[config.mk]
export PLATFORM = sky130hd
export DESIGN_NAME = aabb_hit_resolver
export DESIGN_NICKNAME = d
export VERILOG_FILES = /design/src/rtl/aabb_hit_resolver_pkg.sv /design/src/rtl/aabb_hit_resolver_hit_closer.sv /design/src/rtl/aabb_hit_resolver.sv
export SDC_FILE = /design/constraint.sdc
export NUM_CORES = 1
export LEC_CHECK = 0
export CAP_MARGIN = 5
export CORE_ASPECT_RATIO = 2
export CORE_MARGIN = 5
export CORE_UTILIZATION = 44
export DETAILED_ROUTE_END_ITERATION = 8
export PLACE_DENSITY = 0.89
export SLEW_MARGIN = 0
export SYNTH_ARGS = -nofsm -noshare
export SYNTH_HDL_FRONTEND = slang
export SYNTH_HIERARCHICAL = 1
export SYNTH_SLANG_ARGS = --single-unit
[constraint.sdc]
create_clock -name clk -period 3.75 [get_ports clk]
set_input_delay 0.375 -clock clk [delete_from_list [all_inputs] [get_ports clk]]
set_output_delay 0.375 -clock clk [all_outputs]
set_load 0.02 [all_outputs]
[src/rtl/aabb_hit_resolver_pkg.sv]
// Shared ray-tracing types for the hit resolver: fixed-point, primitive index,
// hit record and the resolver FSM state encoding.
package aabb_hit_resolver_pkg;

  // Signed 16.16 fixed point
  typedef logic signed [31:0] Fixed;

  typedef logic [15:0] PRIMITIVE_INDEX;
  localparam PRIMITIVE_INDEX NULL_PRIMITIVE_INDEX = 16'hFFFF;

  typedef struct packed {
    Fixed x;
    Fixed y;
    Fixed z;
  } Vec3;

  typedef struct packed {
    logic           bHit;
    Fixed           T;
    Vec3            Normal;
    logic [23:0]    Color;
    PRIMITIVE_INDEX PI;
    logic [1:0]     SurfaceType;
  } HitData;

  typedef enum logic [1:0] {
    IDLE  = 2'd0,
    ACCUM = 2'd1,
    DRAIN = 2'd2,
    OUT   = 2'd3
  } HitResolveState;

  function automatic HitData miss_hit();
    HitData h;
    h    = '0;
    h.PI = NULL_PRIMITIVE_INDEX;
    return h;
  endfunction

endpackage

[src/rtl/aabb_hit_resolver_hit_closer.sv]
// Replace decision: a hitting candidate wins over a missing best or a strictly
// farther best; equal distances keep the earlier candidate.
module hit_closer
  import aabb_hit_resolver_pkg::*;
(
  input  HitData cand,
  input  HitData best,
  output logic   replace
);

  // Signed distance compare gated by the hit flags
  always_comb begin
    replace = 1'b0;
    if (cand.bHit) begin
      if (!best.bHit) begin
        replace = 1'b1;
      end else if ($signed(cand.T) < $signed(best.T)) begin
        replace = 1'b1;
      end else begin
        replace = 1'b0;
      end
    end else begin
      replace = 1'b0;
    end
  end

endmodule

[src/rtl/aabb_hit_resolver.sv]
// Reduces a stream of per-primitive candidates for one ray to the closest hit
// (or the first hit in any-hit mode) and presents it with tag and beat count.
module aabb_hit_resolver
  import aabb_hit_resolver_pkg::*;
#(
  parameter int TAG_W = 8,
  parameter int CNT_W = 16
) (
  input  logic             clk,
  input  logic             reset,
  input  logic             in_valid,
  output logic             in_ready,
  input  HitData           in_hit,
  input  logic [TAG_W-1:0] in_tag,
  input  logic             in_first,
  input  logic             in_last,
  input  logic             in_any_hit,
  output logic             out_valid,
  input  logic             out_ready,
  output HitData           out_hit,
  output logic [TAG_W-1:0] out_tag,
  output logic [CNT_W-1:0] out_count,
  output logic             err
);

  HitResolveState   state_q, state_d;
  HitData           best_q, best_d;
  logic [TAG_W-1:0] tag_q, tag_d;
  logic             any_q, any_d;
  logic [CNT_W-1:0] count_q, count_d;
  logic             err_q, err_d;

  logic             xfer_in;
  logic             replace;
  logic [CNT_W-1:0] count_inc;

  hit_closer u_hit_closer (
    .cand    (in_hit),
    .best    (best_q),
    .replace (replace)
  );

  assign xfer_in   = in_valid && (state_q != OUT);
  assign count_inc = (count_q == {CNT_W{1'b1}}) ? count_q : (count_q + CNT_W'(1));

  // Next-state and datapath update for accepted beats and output handshake
  always_comb begin
    state_d = state_q;
    best_d  = best_q;
    tag_d   = tag_q;
    any_d   = any_q;
    count_d = count_q;
    err_d   = err_q;
    case (state_q)
      IDLE, ACCUM, DRAIN: begin
        if (xfer_in) begin
          if (in_first) begin
            // A first beat mid-ray abandons the unfinished ray
            err_d   = err_q | (state_q != IDLE);
            best_d  = in_hit.bHit ? in_hit : miss_hit();
            tag_d   = in_tag;
            any_d   = in_any_hit;
            count_d = CNT_W'(1);
            if (in_last) begin
              state_d = OUT;
            end else if (in_any_hit && in_hit.bHit) begin
              state_d = DRAIN;
            end else begin
              state_d = ACCUM;
            end
          end else if (state_q == IDLE) begin
            err_d = 1'b1;
          end else begin
            count_d = count_inc;
            if ((state_q == ACCUM) && replace) begin
              best_d = in_hit;
            end else begin
              best_d = best_q;
            end
            if (in_last) begin
              state_d = OUT;
            end else if ((state_q == ACCUM) && any_q && in_hit.bHit) begin
              state_d = DRAIN;
            end else begin
              state_d = state_q;
            end
          end
        end else begin
          state_d = state_q;
        end
      end
      OUT: begin
        if (out_ready) begin
          state_d = IDLE;
        end else begin
          state_d = OUT;
        end
      end
      default: begin
        state_d = IDLE;
      end
    endcase
  end

  // State and result registers
  always_ff @(posedge clk) begin
    if (reset) begin
      state_q <= IDLE;
      best_q  <= miss_hit();
      tag_q   <= {TAG_W{1'b0}};
      any_q   <= 1'b0;
      count_q <= {CNT_W{1'b0}};
      err_q   <= 1'b0;
    end else begin
      state_q <= state_d;
      best_q  <= best_d;
      tag_q   <= tag_d;
      any_q   <= any_d;
      count_q <= count_d;
      err_q   <= err_d;
    end
  end

  assign in_ready  = (state_q != OUT);
  assign out_valid = (state_q == OUT);
  assign out_hit   = best_q;
  assign out_tag   = tag_q;
  assign out_count = count_q;
  assign err       = err_q;

endmodule
==> flow_metrics.env, run 1 <==
export IMPL_status="completed"
export IMPL_synthCells=1031
export IMPL_synth_edf_count=0
export IMPL_drt_iter0_drc=462
export IMPL_dieArea_um2=24700
export IMPL_port_buffers=383
export IMPL_synth_main_ff_cell="dfxtp_1"
export IMPL_cts_tree="yes"
export IMPL_dpl_instance_area_um2=13600
export IMPL_cts_buffers=17
export IMPL_cts_root_buf="clkbuf_16"
export IMPL_post_route_period_util=0.885
export IMPL_worst_pin_slew_ps=800
export IMPL_io_pins=384
export IMPL_total_power_uw=5270
export IMPL_synth_area_per_cell_um2=9.17
export IMPL_fin_crit_ps=3320
export IMPL_wire_per_inst_um=18.2
export IMPL_drt_first_pass_iters=5
export IMPL_routed_wl_um=30500
export IMPL_cts_max_level=4
export IMPL_dp_hpwl_um=22900
export IMPL_path_max_fanout=22
export IMPL_critPathLaunchType="flop"
export IMPL_fin_area_um2=14200
export IMPL_final_max_slew_viol_count=0
export IMPL_antenna_found_initial=3
export IMPL_grt_pass1_wl_um=47000
export IMPL_syn_area_um2=9460
export IMPL_postCtsSetupRepairBufs=0
export IMPL_min_path_cells=2
export IMPL_rows=76
export IMPL_drive_gt1_frac=0.0500
export IMPL_grt_total_usage=0.240
export IMPL_cts_sinks=199
export IMPL_ys_seq_area_frac=0.421
export IMPL_clk_pin_slew_ps=80
export IMPL_ys_types=59
export IMPL_start_util=0.442
export IMPL_synth_warnings=6
export IMPL_gp_congestion=0.905
export IMPL_criticalPathCategory="reg -> reg"
export IMPL_core_um2=21400
export IMPL_fillers=1629
export IMPL_worstPathArrival_ps=3620
export IMPL_nets=1606
export IMPL_rsz0062_at_grt="false"
export IMPL_r2r_start="out_hit[140]"
export IMPL_cp_required_ps=4050
export IMPL_ir_worst_vdd_uv=265
export IMPL_fin_skew_ps=11.4
export IMPL_die_height_um=217
export IMPL_synth_seq_cells=199
export IMPL_setup_viol=0
export IMPL_vias=8663
export IMPL_fmax_mhz=301
export IMPL_grt_overflow=0
export IMPL_min_path_type="in -> reg"
export IMPL_r2r_slack_ps=430
export IMPL_cts_buffer_depth=2
export IMPL_area_delta_synth_final_pct=50.4
export IMPL_min_to="out_tag[2]"
export IMPL_worstSkewPairLatency_ps=440
export IMPL_min_from="reset"
export IMPL_maxSlewHeadroom=0.467
export IMPL_critPathCaptureType="flop"
export IMPL_holdWs_ps=384
export IMPL_drtAntennaViolNets=0
export IMPL_async_flop_share=0
export IMPL_synth_fp_nets=1249
export IMPL_power_density_nw_per_um2=371
export IMPL_grt_max_degree=92
export IMPL_hold_viol_final=0
export IMPL_fp_dieW_um=114
export IMPL_placed_cells=1642
export IMPL_r2r_end="out_hit[31]"
export IMPL_final_cells=1677
export IMPL_fin_setup_tns_ps=0
export IMPL_holdBufCountCts=0
export IMPL_drcViolationCount=0
export IMPL_r2r_cells=14
export IMPL_cts_resized=0
export IMPL_leakage_uw=0.00548
export IMPL_drv_cap=0
export IMPL_grt_pass1_vias=8920
export IMPL_viasPerCell=5.17
synth_stat cells, types with 2 or more instances:
cell type	n	area [um2]
nor3b_1	2	15.0
a31oi_1	6	37.5
inv_1	38	143
nor4_1	3	18.8
a21oi_1	19	95.1
nand2b_1	17	106
a21bo_2	2	20.0
a211o_1	2	17.5
a31o_2	2	17.5
and2_0	43	269
mux2i_1	180	1800
o41ai_1	6	52.6
o211ai_1	5	37.5
and4_1	2	17.5
nand2_1	37	139
nor3_1	8	40.0
clkbuf_1	46	173
o311ai_0	4	35.0
buf_2	14	70.1
and2_1	112	701
a211oi_1	7	52.6
a32o_1	4	40.0
a2bb2oi_1	2	17.5
ha_1	32	400
o21ai_0	7	35.0
buf_4	8	60.1
nand4_4	2	42.5
dfxtp_1	199	3980
nand3_1	8	40.0
nand4_1	9	56.3
nor2b_1	3	18.8
nor2_1	175	657
cell families after synthesis:
logic type      Yosys count  synth area share
flops                   199             0.421
compound gates           77            0.0590
mux                     180             0.190
simple gates            435             0.238
buf+inv                 107            0.0483
xor+xnor                  1          0.000926
fa+ha+maj                32            0.0423
worst max-delay path, stage by stage (launching register included):
cell and delay (ps):
dfxtp_1 370, inv_1 60, ha_1 280, a211o_1 290, a31oi_1 240, o221ai_1 150
a211oi_1 330, nor4b_1 110, a311oi_1 290, a21oi_1 150, nor2_4 170, buf_12 230
buf_12 200, mux2i_1 240, nor2_1 60
cell type report:
cell class                 count  area (um2)  share of cell area
antenna                        3        7.51            0.000528
clock buffer                  19         453              0.0318
clock inverter                13         165              0.0116
inverter                      38         143              0.0100
multi-input combinational    725        5030               0.354
sequential                   199        3980               0.280
tap                          273         342              0.0240
timing repair buffer         407        4100               0.288
worst max-delay path by stage:
stage	startpoint	end	cells past startpoint
6_report	out_hit[140]	out_hit[31]	14
4_1_cts	out_hit[140]	out_hit[31]	14
5_1_grt	out_hit[140]	out_hit[114]	14
3_3_place_gp	in_hit[140]	out_hit[6]	14
3_5_place_dp	in_hit[140]	out_hit[104]	14
2_1_floorplan	out_hit[140]	out_hit[10]	14
metal layers:
metal | routed length, um | vias up | share of wire | GRT usage
met5 | 0 | - | 0 | 0
met4 | 1560 | 0 | 0.051 | 0.134
met3 | 2040 | 81 | 0.067 | 0.0657
met2 | 16300 | 324 | 0.53 | 0.434
met1 | 10700 | 4082 | 0.35 | 0.243
li1 | - | 4176 | - | -
metrics by stage:
step           worst slack [ps]   util
2_1_floorplan               750      -
3_3_place_gp                119  0.636
3_5_place_dp               37.4  0.636
4_1_cts                     434  0.665
5_1_grt                     275  0.665
6_report                    430  0.665
sequential cells by signal, summed over array words and instances (netlist names):
name       cells
err            1
out_hit      171
out_tag        8
state_q        2
out_count     16
any_q          1
report_power, final:
group / internal, uW / leakage, uW / switching [uW]
Combinational: 578 / 0.00356 / 510
Sequential: 2210 / 0.00162 / 63.6
Clock: 1040 / 0.000293 / 870
Total: 3830 / 0.00548 / 1440
cell usage in the layout, fill, tap and decap left out, drive strengths merged, types with 3 or more instances in the layout:
cell type and instances:
a211oi 7, a21oi 19, a31o 3, a31oi 6
a32o 4, and2 155, buf 25, clkbuf 19
clkdlybuf4s50 382, clkinv 5, clkinvlp 3, dfxtp 199
diode 3, ha 32, inv 41, mux2i 180
nand2 37, nand2b 17, nand3 8, nand4 11
nor2 176, nor2b 3, nor3 9, nor4 5
o211ai 5, o21ai 7, o311ai 5, o41ai 6
Power figures use the tool's default switching activity.
==> run 2, diff against run 1 <==
CAP_MARGIN = 10   (was 5)
CORE_MARGIN = default   (was 5)
RECOVER_POWER = 25   (was default)
==> run 2 against run 1 <==
  * Final cell count fell by 0.72%
  * Largest power group unchanged
  * Sequential power barely moved
  * Register-to-register slack improved by 110 ps
  * Wire length fell by 6.6%
  * Clock-buffer cell count fell by 1
  * Setup slack improved by 71 ps
  * First-iteration DRC count fell by 28%
==> flow_metrics.env, run 2 (synthesis results as in run 1) <==
export IMPL_cts_buffers=17
export IMPL_p_clk_frac=0.360
export IMPL_dp_hpwl_um=20900
export IMPL_p_sw_frac=0.276
export IMPL_pwr_share_comb=0.203
export IMPL_worst_pin_slew_ps=887
export IMPL_largest_reg_flops=171
export IMPL_critPathMaxStageDelay_ps=480
export IMPL_cp_cell_sequence="clkdlybuf4s50_1 > ha_1 > nand4_1 > nor4_2 > nand2_1 > o211ai_1 > nor3b_1 > a311oi_1 > a21oi_1 > nor2_4 > buf_4 > buf_12 > mux2i_1 > nor2_1"
export IMPL_dieArea_um2=22100
export IMPL_cp_required_ps=4030
export IMPL_min_path_cells=2
export IMPL_post_route_period_util=0.867
export IMPL_r2r_start="out_hit[140]"
export IMPL_worstSkewPairLatency_ps=440
export IMPL_postCtsSetupRepairBufs=0
export IMPL_crit_slowest_cell="clkdlybuf4s50_1"
export IMPL_final_cell_mix="clkdlybuf4s50_1 (285), dfxtp_1 (199), mux2i_1 (180)"
export IMPL_maxSlewHeadroom=0.409
export IMPL_critPathBufInv=3
export IMPL_drt_iter0_drc=333
export IMPL_fin_setup_tns_ps=0
export IMPL_drt_first_pass_iters=5
export IMPL_status="completed"
export IMPL_worst_slack_ps=501
export IMPL_die_height_um=209
export IMPL_cts_sinks=199
export IMPL_viasPerCell=5.16
export IMPL_fin_area_um2=14200
export IMPL_critPathLaunchType="input port"
export IMPL_rows=75
export IMPL_path_max_fanout=18
export IMPL_drcViolationCount=0
export IMPL_nets=1600
export IMPL_criticalPathCategory="in -> reg"
export IMPL_cts_root_buf="clkbuf_16"
export IMPL_grt_overflow=0
export IMPL_critPathCaptureType="flop"
export IMPL_r2r_cells=14
export IMPL_final_cells=1665
export IMPL_vias=8597
export IMPL_dpl_instance_area_um2=13600
export IMPL_fp_dieW_um=106
export IMPL_min_from="reset"
export IMPL_area_delta_synth_final_pct=49.7
export IMPL_grt_max_degree=85
export IMPL_wire_per_inst_um=17.1
export IMPL_total_power_uw=5210
export IMPL_leakage_uw=0.00567
export IMPL_fin_skew_ps=9.49
export IMPL_holdBufCountCts=0
export IMPL_wl_met3_um=1710
export IMPL_grt_pass1_vias=8665
export IMPL_cts_max_level=4
export IMPL_final_max_slew_viol_count=0
export IMPL_met2_wirelength_um=15100
export IMPL_p_int_uw=3770
export IMPL_port_buffers=383
export IMPL_grt_pass1_wl_um=43900
export IMPL_core_um2=21000
export IMPL_grt_total_usage=0.254
export IMPL_worstPathArrival_ps=3530
export IMPL_ir_worst_vdd_uv=245
export IMPL_gp_congestion=0.882
export IMPL_highest_layer="met4"
export IMPL_cts_tree="yes"
export IMPL_drtAntennaViolNets=0
export IMPL_start_util=0.450
export IMPL_clk_pin_slew_ps=70
export IMPL_drv_cap=0
export IMPL_cts_resized=0
export IMPL_io_pins=384
export IMPL_hold_viol_final=0
export IMPL_antenna_found_initial=1
export IMPL_r2r_slack_ps=540
export IMPL_power_density_nw_per_um2=368
export IMPL_path_delay_family="simple AND/OR/NAND/NOR gates"
export IMPL_setup_viol=0
export IMPL_fin_crit_ps=3250
export IMPL_dp_slack_ps=48.1
export IMPL_routed_wl_um=28500
export IMPL_drive_gt1_frac=0.0452
export IMPL_met1_length_um=10200
export IMPL_power_switching_uw=1440
export IMPL_final_common_cell="clkdlybuf4s50_1"
export IMPL_r2r_end="out_hit[32]"
export IMPL_cts_buffer_depth=2
export IMPL_min_to="out_tag[2]"
export IMPL_fmax_mhz=308
export IMPL_p_seq_frac=0.436
export IMPL_placed_cells=1632
export IMPL_rsz0062_at_grt="false"
export IMPL_min_path_type="in -> reg"
[run 2: cell types whose count changed in the layout (fill, tap and decap cells not counted), sizes merged]
cell and change:
clkdlybuf4s50 -97, clkinvlp +1, clkbuf -1, dlygate4sd3 +97, inv +3, clkinv -3
diode -2, buf -6
[run 2: worst register-to-register path, stage by stage, from the launching register on]
cell and delay [ps]:
dfxtp_1 370, inv_1 60, ha_1 280, a211o_1 290, a31oi_1 140, o221ai_1 150, a211oi_1 330, nor4b_1 100
a311oi_1 300, a21oi_1 150, nor2_4 170, buf_4 230, buf_12 210, mux2i_1 210, nor2_1 70
[run 2: how the worst max path moves through the flow]
stage,startpoint,end,depth (start not counted)
6_report,in_hit[168],out_hit[32],14
3_5_place_dp,in_hit[168],out_hit[19],14
3_3_place_gp,in_hit[168],out_hit[22],14
2_1_floorplan,out_hit[140],out_hit[10],14
4_1_cts,in_hit[168],out_hit[32],14
5_1_grt,out_hit[140],out_hit[68],14
[run 2: metrics by stage]
stage          hold slack (ps)  utilization
6_report                   302        0.674
5_1_grt                    320        0.674
4_1_cts                    295        0.674
3_5_place_dp               461        0.645
3_3_place_gp               452        0.645
2_1_floorplan              456            -
[run 2: cell type report]
type | instances | area, um2
fill | 1579 | 6860
multi-input combinational | 725 | 5030
timing repair buffer | 401 | 4070
sequential | 199 | 3980
clock buffer | 18 | 429
tap | 269 | 337
clock inverter | 14 | 164
inverter | 38 | 143
antenna | 1 | 2.50
[run 2: power by group through the flow]
stage,Clock [uW],Sequential (uW),Combinational (uW)
after CTS,1920,2270,1080
final,1880,2270,1060
after global routing,1990,2280,1140
after floorplan,0,2430,445
after detailed placement,0,2320,1080
after global placement,0,2320,1050
[run 2: routing by layer]
metal  vias to the layer above  GRT usage
li1                       4155          -
met3                        78     0.0677
met1                      4042      0.253
met4                         0      0.147
met5                         -          0
met2                       322      0.466
